## config.mk

```make
export PLATFORM = sky130hd
export DESIGN_NAME = muldiv_iter
export DESIGN_NICKNAME = d
export VERILOG_FILES = /design/src/rtl/muldiv_iter_pkg.sv /design/src/rtl/muldiv_step.sv /design/src/rtl/muldiv_iter.sv
export SDC_FILE = /design/constraint.sdc
export NUM_CORES = 1
export LEC_CHECK = 0
export ABC_AREA = 1
export BUFFER_PORTS_ARGS = -buffer_cell sky130_fd_sc_hd__buf_2
export CAP_MARGIN = 20
export CORE_UTILIZATION = 55
export DETAILED_ROUTE_END_ITERATION = 7
export PLACE_DENSITY_LB_ADDON = 0.25
export SKIP_LAST_GASP = 1
export SYNTH_ARGS = -nofsm -noshare
export SYNTH_HDL_FRONTEND = slang
export SYNTH_HIERARCHICAL = 1
export SYNTH_SLANG_ARGS = --single-unit
```

## constraint.sdc

```tcl
create_clock -name clk -period 3.77 [get_ports clk]
set_clock_uncertainty 0.2 [all_clocks]
set_input_delay 0.1885 -clock clk [delete_from_list [all_inputs] [get_ports clk]]
set_output_delay 0.1885 -clock clk [all_outputs]
set_load 0.02 [all_outputs]
```

## src/rtl/muldiv_iter_pkg.sv

```systemverilog
// Shared definitions for the iterative MUL/DIV/MOD unit and the control unit that issues to it.
package muldiv_iter_pkg;

  localparam int WIDTH_DEF  = 8;
  localparam int DEST_W_DEF = 6;

  localparam logic [3:0] OP_MUL = 4'b1000;
  localparam logic [3:0] OP_DIV = 4'b1001;
  localparam logic [3:0] OP_MOD = 4'b1010;

  typedef enum logic [1:0] {
    ST_IDLE = 2'b00,
    ST_RUN  = 2'b01,
    ST_FIN  = 2'b10
  } state_e;

  function automatic logic is_valid_op(input logic [3:0] op_code);
    return (op_code == OP_MUL) || (op_code == OP_DIV) || (op_code == OP_MOD);
  endfunction

endpackage

```

## src/rtl/muldiv_step.sv

```systemverilog
// One iteration of the datapath: shift-add multiply step or restoring-divide step, chosen by op.
module muldiv_step
  import muldiv_iter_pkg::*;
#(
  parameter int WIDTH = WIDTH_DEF
) (
  input  logic [3:0]         op,
  input  logic [2*WIDTH-1:0] acc_in,
  input  logic [WIDTH:0]     rem_in,
  input  logic [WIDTH-1:0]   mcand,
  input  logic [WIDTH-1:0]   divisor,
  output logic [2*WIDTH-1:0] acc_out,
  output logic [WIDTH:0]     rem_out
);

  logic [WIDTH:0] w_sum;
  logic [WIDTH:0] w_shift_rem;
  logic [WIDTH:0] w_diff;
  logic           w_ge;

  // Next accumulator / remainder for a single iteration.
  always_comb begin
    w_sum       = {1'b0, acc_in[2*WIDTH-1:WIDTH]} + {1'b0, mcand};
    w_shift_rem = {rem_in[WIDTH-1:0], acc_in[WIDTH-1]};
    w_diff      = w_shift_rem - {1'b0, divisor};
    // rem_in[WIDTH] set means the shifted value already exceeds any divisor;
    // the modular difference is still exact because remainder < divisor.
    w_ge        = rem_in[WIDTH] | (w_shift_rem >= {1'b0, divisor});
    acc_out     = acc_in;
    rem_out     = rem_in;
    case (op)
      OP_MUL: begin
        if (acc_in[0]) begin
          acc_out = {w_sum, acc_in[WIDTH-1:1]};
        end else begin
          acc_out = {1'b0, acc_in[2*WIDTH-1:1]};
        end
        rem_out = rem_in;
      end
      OP_DIV, OP_MOD: begin
        if (w_ge) begin
          rem_out = w_diff;
          acc_out = {acc_in[2*WIDTH-1:WIDTH], acc_in[WIDTH-2:0], 1'b1};
        end else begin
          rem_out = w_shift_rem;
          acc_out = {acc_in[2*WIDTH-1:WIDTH], acc_in[WIDTH-2:0], 1'b0};
        end
      end
      default: begin
        acc_out = acc_in;
        rem_out = rem_in;
      end
    endcase
  end

endmodule

```

## src/rtl/muldiv_iter.sv

```systemverilog
// Iterative MUL/DIV/MOD execute unit: one result bit per cycle, done WIDTH+1 cycles after accept.
module muldiv_iter
  import muldiv_iter_pkg::*;
#(
  parameter int WIDTH  = WIDTH_DEF,
  parameter int DEST_W = DEST_W_DEF
) (
  input  logic              clk,
  input  logic              rst_n,
  input  logic              start,
  input  logic [3:0]        op,
  input  logic [WIDTH-1:0]  a,
  input  logic [WIDTH-1:0]  b,
  input  logic [DEST_W-1:0] dest_in,
  input  logic              flush,
  output logic              busy,
  output logic              done,
  output logic [WIDTH-1:0]  result,
  output logic [WIDTH-1:0]  result_hi,
  output logic [DEST_W-1:0] dest_out,
  output logic              dz
);

  localparam int CNT_W = $clog2(WIDTH + 1);

  state_e             r_state;
  logic [CNT_W-1:0]   r_cnt;
  logic [3:0]         r_op;
  logic [WIDTH-1:0]   r_a;
  logic [WIDTH-1:0]   r_b;
  logic [DEST_W-1:0]  r_dest;
  logic [2*WIDTH-1:0] r_acc;
  logic [WIDTH:0]     r_rem;
  logic               r_busy;
  logic               r_done;
  logic               r_dz;
  logic [WIDTH-1:0]   r_result;
  logic [WIDTH-1:0]   r_result_hi;
  logic [DEST_W-1:0]  r_dest_out;

  logic [2*WIDTH-1:0] w_acc_nxt;
  logic [WIDTH:0]     w_rem_nxt;
  logic               w_accept;
  logic               w_div_zero;
  logic [WIDTH-1:0]   w_res_lo;
  logic [WIDTH-1:0]   w_res_hi;

  muldiv_step #(.WIDTH(WIDTH)) u_step (
    .op      (r_op),
    .acc_in  (r_acc),
    .rem_in  (r_rem),
    .mcand   (r_a),
    .divisor (r_b),
    .acc_out (w_acc_nxt),
    .rem_out (w_rem_nxt)
  );

  // Accept qualification and selection of the value presented on FIN entry.
  always_comb begin
    w_accept   = 1'b0;
    w_div_zero = (r_op != OP_MUL) && (r_b == {WIDTH{1'b0}});
    w_res_lo   = {WIDTH{1'b0}};
    w_res_hi   = {WIDTH{1'b0}};
    if (((r_state == ST_IDLE) || (r_state == ST_FIN)) && start && !flush && is_valid_op(op)) begin
      w_accept = 1'b1;
    end else begin
      w_accept = 1'b0;
    end
    case (r_op)
      OP_MUL: begin
        w_res_lo = w_acc_nxt[WIDTH-1:0];
        w_res_hi = w_acc_nxt[2*WIDTH-1:WIDTH];
      end
      OP_DIV: begin
        w_res_lo = w_div_zero ? {WIDTH{1'b1}} : w_acc_nxt[WIDTH-1:0];
        w_res_hi = {WIDTH{1'b0}};
      end
      OP_MOD: begin
        w_res_lo = w_div_zero ? r_a : w_rem_nxt[WIDTH-1:0];
        w_res_hi = {WIDTH{1'b0}};
      end
      default: begin
        w_res_lo = {WIDTH{1'b0}};
        w_res_hi = {WIDTH{1'b0}};
      end
    endcase
  end

  // Control FSM, iteration counter, operand latches and registered outputs.
  always_ff @(posedge clk or negedge rst_n) begin
    if (!rst_n) begin
      r_state     <= ST_IDLE;
      r_cnt       <= {CNT_W{1'b0}};
      r_op        <= 4'b0000;
      r_a         <= {WIDTH{1'b0}};
      r_b         <= {WIDTH{1'b0}};
      r_dest      <= {DEST_W{1'b0}};
      r_acc       <= {(2*WIDTH){1'b0}};
      r_rem       <= {(WIDTH+1){1'b0}};
      r_busy      <= 1'b0;
      r_done      <= 1'b0;
      r_dz        <= 1'b0;
      r_result    <= {WIDTH{1'b0}};
      r_result_hi <= {WIDTH{1'b0}};
      r_dest_out  <= {DEST_W{1'b0}};
    end else begin
      r_done <= 1'b0;
      case (r_state)
        ST_IDLE, ST_FIN: begin
          if (w_accept) begin
            r_state <= ST_RUN;
            r_busy  <= 1'b1;
            r_cnt   <= CNT_W'(WIDTH);
            r_op    <= op;
            r_a     <= a;
            r_b     <= b;
            r_dest  <= dest_in;
            r_rem   <= {(WIDTH+1){1'b0}};
            // Multiplier (MUL) or dividend (DIV/MOD) starts in the low half.
            r_acc   <= (op == OP_MUL) ? {{WIDTH{1'b0}}, b} : {{WIDTH{1'b0}}, a};
          end else begin
            r_state <= ST_IDLE;
            r_busy  <= 1'b0;
          end
        end
        ST_RUN: begin
          if (flush) begin
            r_state <= ST_IDLE;
            r_busy  <= 1'b0;
            r_cnt   <= {CNT_W{1'b0}};
          end else begin
            r_acc <= w_acc_nxt;
            r_rem <= w_rem_nxt;
            r_cnt <= r_cnt - CNT_W'(1);
            if (r_cnt == CNT_W'(1)) begin
              r_state     <= ST_FIN;
              r_busy      <= 1'b0;
              r_done      <= 1'b1;
              r_dz        <= w_div_zero;
              r_result    <= w_res_lo;
              r_result_hi <= w_res_hi;
              r_dest_out  <= r_dest;
            end else begin
              r_state <= ST_RUN;
              r_busy  <= 1'b1;
            end
          end
        end
        default: begin
          r_state <= ST_IDLE;
          r_busy  <= 1'b0;
        end
      endcase
    end
  end

  assign busy      = r_busy;
  assign done      = r_done;
  assign result    = r_result;
  assign result_hi = r_result_hi;
  assign dest_out  = r_dest_out;
  assign dz        = r_dz;

endmodule
```

Word-level counts from Yosys, hierarchy flattened
Index checks and enable logic that the tools add are counted.
{"block": "totals", "reg_bits": 82, "in_bits": 30, "out_inout_bits": 25, "elab_cells": 83}
{"block": "classes", "muxes": 31, "n_reduce_logical": 18, "n_lt_le_gt_ge": 1, "bitwise_logic": 2, "addsub": 3, "n_eq_ne": 13}
{"operator": "$pmux 16 s2", "n": 2}
{"operator": "$mux 16", "n": 3}
{"operator": "$mux 9", "n": 4}
{"operator": "$mux 8", "n": 4}
{"operator": "$eq 4x4->1 const B", "n": 6}
{"operator": "$pmux 8 s3", "n": 1}
{"operator": "$pmux 9 s2", "n": 1}
{"operator": "$add 8x8->9", "n": 1}
{"operator": "$ge 9x8->1", "n": 1}
{"operator": "$mux 1", "n": 9}
{"operator": "$sub 9x8->9", "n": 1}
{"operator": "$logic_not 8->1", "n": 1}
{"operator": "$mux 4", "n": 2}
{"operator": "$pmux 4 s2", "n": 1}
{"operator": "$reduce_and 3->1", "n": 2}
{"operator": "$eq 4x1->1 const B", "n": 1}
{"operator": "$logic_and 1x1->1", "n": 4}
{"operator": "$mux 2", "n": 2}
{"operator": "$ne 2x2->1 const B", "n": 2}
{"operator": "$ne 4x4->1 const B", "n": 1}
{"operator": "$pmux 2 s2", "n": 1}
{"operator": "$reduce_and 2->1", "n": 2}
{"operator": "$reduce_and 4->1", "n": 1}
{"operator": "$reduce_or 2->1", "n": 2}
{"operator": "11 further kinds", "n": 13}

Longest topological paths before layout
Gate-level depths: netlist (run 1).
{"block": "depth", "ltp_word": 8, "depth_mapped": 18, "ltp_nobuf": 18}

Cells and area by module
Netlist (run 1), hierarchy kept.
{"mod": "muldiv_iter", "seq_area_each_um2": 2026.9, "cells_per_inst": 458, "n_inst": 1, "area_each_um2": 3786.1}
{"mod": "muldiv_step", "seq_area_each_um2": 0.0, "cells_per_inst": 261, "n_inst": 1, "area_each_um2": 1387.6}

Worst setup path after synthesis (run 1)
No wires, ideal clock.
{"block": "synth_path", "path_type": "reg-to-reg", "start": "register r_acc[7]", "end": "register r_result[4], in the netlist result[4]", "setup_ps": 116, "arrival_time_ps": 1800, "synth_period_minus_slack_ps": 2116, "t_required_ps": 3454, "stages_incl_launch_ff": 15, "path_buffers": 0, "setup_slack_ps": 1654, "path_cell_list": "dfrtp_1 > inv_1 > ha_1 > fa_1 > o21ai_1 > xnor2_1 > nand2_1 > nand3_1 > nand2_1 > inv_1 > nand2_1 > nand3_1 > nand2_1 > nand2_1 > nand2_1"}
{"block": "synth_between", "elab_chain_cells": 6, "elab_cells_between_ends": 7, "cone_classes": "1 x add/sub; 1 x order compare; 4 x mux; 1 x bitwise"}
{"element": "start, declared", "line": "muldiv_iter.sv:32", "source": "logic [2*WIDTH-1:0] r_acc;"}
{"element": "start signal, assigned", "line": "muldiv_iter.sv:98", "source": "r_acc <= {(2*WIDTH){1'b0}};"}
{"element": "start signal, assigned", "line": "muldiv_iter.sv:120", "source": "r_acc <= (op == OP_MUL) ? {{WIDTH{1'b0}}, b} : {{WIDTH{1'b0}}, a};"}
{"element": "start signal, assigned", "line": "muldiv_iter.sv:132", "source": "r_acc <= w_acc_nxt;"}
{"element": "$ge 9x8->1", "line": "muldiv_step.sv:28", "source": "w_ge = rem_in[WIDTH] | (w_shift_rem >= {1'b0, divisor});"}
{"element": "$or 1x1->1", "line": "muldiv_step.sv:28"}
{"element": "$mux 9 *", "line": "muldiv_step.sv:41", "source": "if (w_ge) begin"}
{"element": "$mux 9 *", "line": "muldiv_step.sv:31", "source": "case (op)"}
{"element": "net w_rem_nxt[4]", "line": "muldiv_iter.sv:42", "source": "logic [WIDTH:0] w_rem_nxt;"}
{"element": "$mux 8 *", "line": "muldiv_iter.sv:79", "source": "w_res_lo = w_div_zero ? r_a : w_rem_nxt[WIDTH-1:0];"}
{"element": "$pmux 8 s3 *", "line": "muldiv_iter.sv:69", "source": "case (r_op)"}
{"element": "end signal, assigned", "line": "muldiv_iter.sv:103", "source": "r_result <= {WIDTH{1'b0}};"}
{"element": "end signal, assigned", "line": "muldiv_iter.sv:140", "source": "r_result <= w_res_lo;"}
{"element": "end, declared", "line": "muldiv_iter.sv:37", "source": "logic [WIDTH-1:0] r_result;"}
The timed path passes the listed nets; every way through them passes the cells marked *. The select of a mux whose other input is x is not followed.
A chain may end at the register's enable or synchronous reset.

Worst setup path in the final report (run 1)
{"block": "layout_path", "start": "register r_op[3]", "end": "register r_result[7], in the netlist result[7]"}
{"block": "layout_between", "elab_chain_cells": 5, "elab_cells_between_ends": 11, "cone_classes": "4 x eq/ne; 5 x mux; 2 x reduce/logical"}
{"element": "start, declared", "line": "muldiv_iter.sv:28", "source": "logic [3:0] r_op;"}
{"element": "start signal, assigned", "line": "muldiv_iter.sv:114", "source": "r_op <= op;"}
{"element": "$eq 4x4->1", "line": "muldiv_step.sv:31"}
{"element": "$reduce_or 2->1", "line": "muldiv_step.sv:31"}
{"element": "$pmux 16 s2 *", "line": "muldiv_step.sv:31"}
{"element": "net w_acc_nxt[7]", "line": "muldiv_iter.sv:41", "source": "logic [2*WIDTH-1:0] w_acc_nxt;"}
{"element": "$mux 8", "line": "muldiv_iter.sv:75", "source": "w_res_lo = w_div_zero ? {WIDTH{1'b1}} : w_acc_nxt[WIDTH-1:0];"}
{"element": "$pmux 8 s3 *", "line": "muldiv_iter.sv:69"}
Marked as above.

==> flow_metrics.tcl, run 1 <==
set metrics [dict create \
    run_status "complete, no violations" \
    fillers 816 \
    vias 4919 \
    drc_errors 0 \
    port_buffers 54 \
    rsz0062_at_grt "no" \
    drt_first_pass_iters 5 \
    ir_drop_uv 303 \
    cts_resized 0 \
    layout_commonest_cell "nand2_1" \
    track_usage 0.293 \
    p_leak_uw 0.00333 \
    clkLatencyLatePin_ps 360 \
    final_cell_mix "nand2_1, inv_1, nand3_1" \
    root_buffer "clkbuf_8" \
    io_pins 55 \
    row_count 35 \
    die_x_um 99.0 \
    cts_setup_buffers 0 \
    arrival_ps 2540 \
    synthCells 719 \
    layoutNonFillerInstCount 907 \
    required_ps 3830 \
    antenna_found_initial 0 \
    routabilityCongestion 0.931 \
    tightest_slew_ps 639 \
    seq_area_frac_synth 0.392 \
    cts_tree "yes" \
    grt.overflow.total 0 \
    routed_wl_mm 13.5 \
    dpl_worst_slack_ps 1330 \
    postRouteAntennaNets 0 \
    ys_ff_latch 81 \
    wl_per_cell_um 14.9 \
    drive_gt1_frac 0.148 \
    min-delay-path-class "in -> reg" \
    antennaDiodeCount 0 \
    clk_pin_slew_worst_paths_ps 100 \
    slew_viol_final 0 \
    core_area_um2 9200 \
    dpl.cell_count 864 \
    path_class "reg -> reg" \
    synth.avg_cell_area_um2 7.20 \
    via_per_inst 5.42 \
    final_nets 841 \
    die_y_um 99.0 \
    grt_pass1_vias 4814 \
    setup_violations 0 \
    yosys_warnings 6 \
    synth_cell_types 42 \
    fin_ws_ps 1290 \
    regArea_um2 2030 \
    cap_violations 0 \
    grt_pass1_wl_mm 22.5 \
    clock-sinks 81 \
    p_per_area_nw_per_um2 477 \
    initial_utilization 0.563 \
    place_area_um2 5480 \
    syn-cell-area_um2 5170 \
    hpwlAfterDp_mm 9.53 \
    multi_input_area_um2 2650 \
    endpoint_kind "register" \
    setup_tns_ps 0 \
    grt_max_degree 82 \
    finalCriticalPeriod_ps 2480 \
    drtIter0Drc 347 \
    fin_crit_sh 0.657 \
    max_freq_mhz 404 \
    fin_area_um2 5940 \
    worst-path-max-fanout 13 \
    die_area_um2 9800 \
    worst_setup_path_start_kind "register" \
    cts.path.max_buffers 2 \
    cts_max_level 3 \
    cts_buffers 9 \
    slew_headroom 0.572 \
    hold_violations 0 \
    final_core_util 0.646 \
    synth_nets 769 \
    area_delta_synth_final_pct 14.9 \
]
synth_stat cells, drive strengths merged:
master,instances,share of area
a21o,2,0.0029
a21oi,13,0.013
a22oi,3,0.0044
a31oi,8,0.0097
buf,16,0.021
clkbuf,8,0.0058
clkinv,1,0.00072
dfrtp,81,0.39
fa,2,0.0077
ha,18,0.044
inv,95,0.069
nand2,265,0.21
nand3,90,0.090
nand3b,3,0.0044
nand4,8,0.013
nor2,39,0.037
nor3,2,0.0019
nor3b,1,0.0036
o211ai,2,0.0029
o21ai,43,0.042
o221ai,4,0.0068
o22ai,2,0.0024
o31ai,1,0.0015
or2,6,0.0077
xnor2,3,0.0051
xor2,3,0.0051
layer usage:
layer | routed length [um] | GRT usage | vias up
met5 | 0 | 0 | -
met4 | 309 | 0.111 | 0
met3 | 693 | 0.0546 | 28
met2 | 6620 | 0.509 | 138
met1 | 5890 | 0.361 | 2315
li1 | - | - | 2438
registers in the layout, indices dropped and copies added, names as in the netlist:
name,count
r_rem,9
result_hi,8
dest_out,6
dz,1
r_b,8
r_cnt,4
r_a,8
r_dest,6
result,8
r_op,4
done,1
r_acc,16
r_state,2
worst max-delay path, stage by stage (launching register included):
cell and delay, ps:
dfrtp_1 500, inv_1 90, nor2_2 140, nand3_1 90
buf_4 200, inv_1 360, nor2_2 180, nand2_1 110
o221ai_1 130, inv_1 90, nand2_1 50, nand2_1 60
nand2_1 80, nand2_1 70, nand2_1 50
logic make-up after synthesis:
family | share of synthesized area
flops | 0.392
simple gates | 0.364
xor+xnor | 0.0102
buf+inv | 0.0970
fa+ha+maj | 0.0513
compound gates | 0.0854
worst paths after layout:
check | startpoint | to | slack [ps] | cells after the start
max | r_op[3] | result[7] | 1290 | 14
min | start | r_state[0] | 140 | 5
max reg2reg | r_op[3] | result[7] | 1290 | 14
min reg2reg | dest_out[2] | dest_out[2] | 270 | 2
max in group asynchronous | rst_n | dest_out[0] | 2600 | 3
min in group asynchronous | rst_n | r_rem[7] | 150 | 2
where the power goes:
| group | internal, uW | total (uW) | switching (uW) |
|---|---|---|---|
| Combinational | 391 | 1100 | 706 |
| Clock | 266 | 620 | 354 |
| Sequential | 989 | 1120 | 128 |
| Total | 1650 | 2830 | 1190 |
cell type report:
cell class / count / share of cell area
multi-input combinational: 518 / 0.445
clock inverter: 6 / 0.00821
timing repair buffer: 85 / 0.0981
tap: 111 / 0.0234
inverter: 96 / 0.0611
clock buffer: 10 / 0.0232
sequential: 81 / 0.341
per-stage QoR:
| step | hold slack (ps) | power (uW) |
|---|---|---|
| 2_1_floorplan | -307 | 1910 |
| 3_3_place_gp | 183 | 2160 |
| 3_5_place_dp | 188 | 2180 |
| 4_1_cts | 137 | 2830 |
| 5_1_grt | 189 | 3030 |
| 6_report | 139 | 2830 |
timing repair:
action,CTS,global route
hold buffers,26,0
setup endpoints to repair,0,0
endpoints found under the hold margin,106,0
Power figures use the tool's default switching activity.
==> run 2, diff against run 1 <==
ABC_AREA = 0   (was 1)
clock period = 2.4 ns   (was 3.77 ns; I/O delays follow)
==> run 2 against run 1 <==
The run now ends with setup timing left. Cell count is 18% lower. Fmax hardly changed. Wire length is 9.2% higher. Non-clock buffer count is 54 higher. Die area is 4.9% lower. Setup slack worse by 1400 ps. Largest cell class unchanged. Via count is 2.7% lower. Register-to-register slack worse by 1400 ps.
==> flow_metrics.tcl, run 2 <==
set metrics [dict create \
    routed_wl_mm 14.8 \
    ir_drop_uv 506 \
    synth_cell_types 70 \
    slew_headroom 0.477 \
    root_buffer "clkbuf_8" \
    layout_commonest_cell "dfrtp_1" \
    synthCells 512 \
    die_x_um 96.6 \
    run_status "complete, but fails checks" \
    synth.area.top_cells "dfrtp_1, nand2_1, ha_1" \
    largestRegisters "r_acc x16, r_rem x9" \
    grt.overflow.total 0 \
    rr_worst_depth 9 \
    required_ps 2450 \
    arrival_ps 2530 \
    fin_ws_ps -77.1 \
    fin_crit_sh 1.03 \
    layoutNonFillerInstCount 748 \
    clk_pin_slew_worst_paths_ps 80 \
    grt_pass1_vias 4633 \
    grt_pass1_wl_mm 23.2 \
    die_area_um2 9320 \
    row_count 34 \
    finalCriticalPeriod_ps 2480 \
    cts_max_level 3 \
    cts.path.max_buffers 2 \
    whs_path_depth 4 \
    slew_viol_final 0 \
    crit-reg2reg-launch "r_a[0]" \
    p_leak_uw 0.00312 \
    synth_most_common_cell "dfrtp_1" \
    postRouteAntennaNets 0 \
    wl_per_cell_um 19.7 \
    die_y_um 96.6 \
    clkLatencyLatePin_ps 350 \
    synthFlopType "dfrtp_1" \
    p_per_area_nw_per_um2 1090 \
    worst_setup_path_start_kind "register" \
    hpwlAfterDp_mm 10.3 \
    endpoint_kind "register" \
    rsz0062_at_grt "yes" \
    tightest_slew_ps 785 \
    hold_end "r_state[0]" \
    drt_first_pass_iters 5 \
    routabilityCongestion 0.907 \
    antennaDiodeCount 0 \
    final_core_util 0.734 \
    worst-path-max-fanout 2 \
    seq_area_frac_synth 0.412 \
    r2r-end "r_acc[13]" \
    syn-cell-area_um2 4920 \
    vias 4787 \
    io_pins 55 \
    area_delta_synth_final_pct 29.5 \
    cap_violations 0 \
    synth.avg_cell_area_um2 9.60 \
    antenna_found_initial 0 \
    regMostFlops "r_acc" \
    via_per_inst 6.40 \
    drive_gt1_frac 0.319 \
    final_cell_mix "dfrtp_1, nand2_1, buf_4" \
    largest_reg_flops 16 \
    port_buffers 54 \
    violations "setup timing" \
    hold_start "op[2]" \
    synth_nets 562 \
    core_area_um2 8680 \
    yosysTopAreaCell "dfrtp_1" \
    setup_violations 9 \
    drtIter0Drc 451 \
    rrSetupSlack_ps -80 \
    max_freq_mhz 404 \
    setup_tns_ps -294 \
    hold_violations 0 \
    yosys_warnings 6 \
    track_usage 0.336 \
    clock-sinks 81 \
    path_class "reg -> reg" \
    drc_errors 0 \
    ys_ff_latch 81 \
    cts_buffers 9 \
    final_nets 685 \
    total_power_uw 6930 \
    async_reset_ff_frac 1.00 \
    synth_top_cells_by_count "dfrtp_1, nand2_1, o21ai_0, a21oi_1" \
    initial_utilization 0.567 \
    synth-edff-count 0 \
    min-delay-path-class "in -> reg" \
    synth_top_area_frac 0.412 \
    cts_tree "yes" \
    grt_max_degree 46 \
    dpl.cell_count 699 \
]
run 2: cell count changes in the layout (fill, tap and decap cells not counted), moves of 14 or more:
cell and change:
nand3_1 -70, inv_1 -72, buf_4 +55, nor3b_1 +15, nand2_1 -182, mux2_2 +17
nand2_2 -16, a21o_1 +20, nor2_1 -14
run 2: power breakdown:
part / internal [uW] / switching, uW
registers: 1680 / 337
logic: 1700 / 1990
clock network: 719 / 502
total: 4100 / 2830
run 2: worst max path at each step:
| stage | slack, ps | depth (start not counted) | end | from |
|---|---|---|---|---|
| 2_1_floorplan | 30 | 10 | r_rem[8] | r_acc[7] |
| 3_3_place_gp | -60 | 6 | result[7] | r_rem[4] |
| 3_5_place_dp | -130 | 9 | result[0] | r_b[4] |
| 4_1_cts | -40 | 9 | r_acc[13] | r_a[0] |
| 5_1_grt | -160 | 11 | r_rem[6] | r_acc[7] |
| 6_report | -80 | 9 | r_acc[13] | r_a[0] |
run 2: through the flow:
step,worst slack (ps),hold WS [ps],area (um2)
floorplan,25.4,-376,4930
global placement,-59.5,-32.9,5620
detailed placement,-128,-36.8,5620
CTS,-39.6,4.88,6250
global route,-163,51.6,6370
finish,-77.1,21.5,6370
run 2: final cells by class:
cell class | count | area, um2
Multi-Input combinational cell | 381 | 2900
Fill cell | 623 | 2310
Sequential cell | 81 | 2030
Timing Repair Buffer | 139 | 977
Clock buffer | 11 | 141
Tap cell | 108 | 135
Clock inverter | 5 | 103
Inverter | 23 | 86.3
run 2: logic make-up after synthesis:
family                   count (synthesis)  synth area share
buffers and inverters                   50            0.0399
AO/OA/AOI/OAI                          165             0.249
multiplexers                            23            0.0511
XOR/XNOR                                 5           0.00891
AND/OR/NAND/NOR                        168             0.185
adder cells (fa/ha/maj)                 20            0.0539
flip-flops                              81             0.412
run 2: repair_timing:
action | in CTS | in global routing
resized for setup | 19 | 20
endpoints found under the setup margin | 17 | 31
buffers inserted | 4 | 4
pin swaps | 8 | 14
hold buffers | 25 | 0
hold endpoints to repair | 75 | 0
run 2: metal layers:
metal,part of all wire,track usage
met5,0,0
met4,0.034,0.185
met3,0.067,0.0446
met2,0.48,0.539
met1,0.42,0.440
run 2: critical path: stages (launching register included):
cell and delay, ps:
dfrtp_1 420, ha_4 180, fa_2 360, a211oi_2 230, o21bai_1 130, a21oi_2 180
mux2i_1 90, a211o_1 280, nor3b_1 140, a21o_1 160
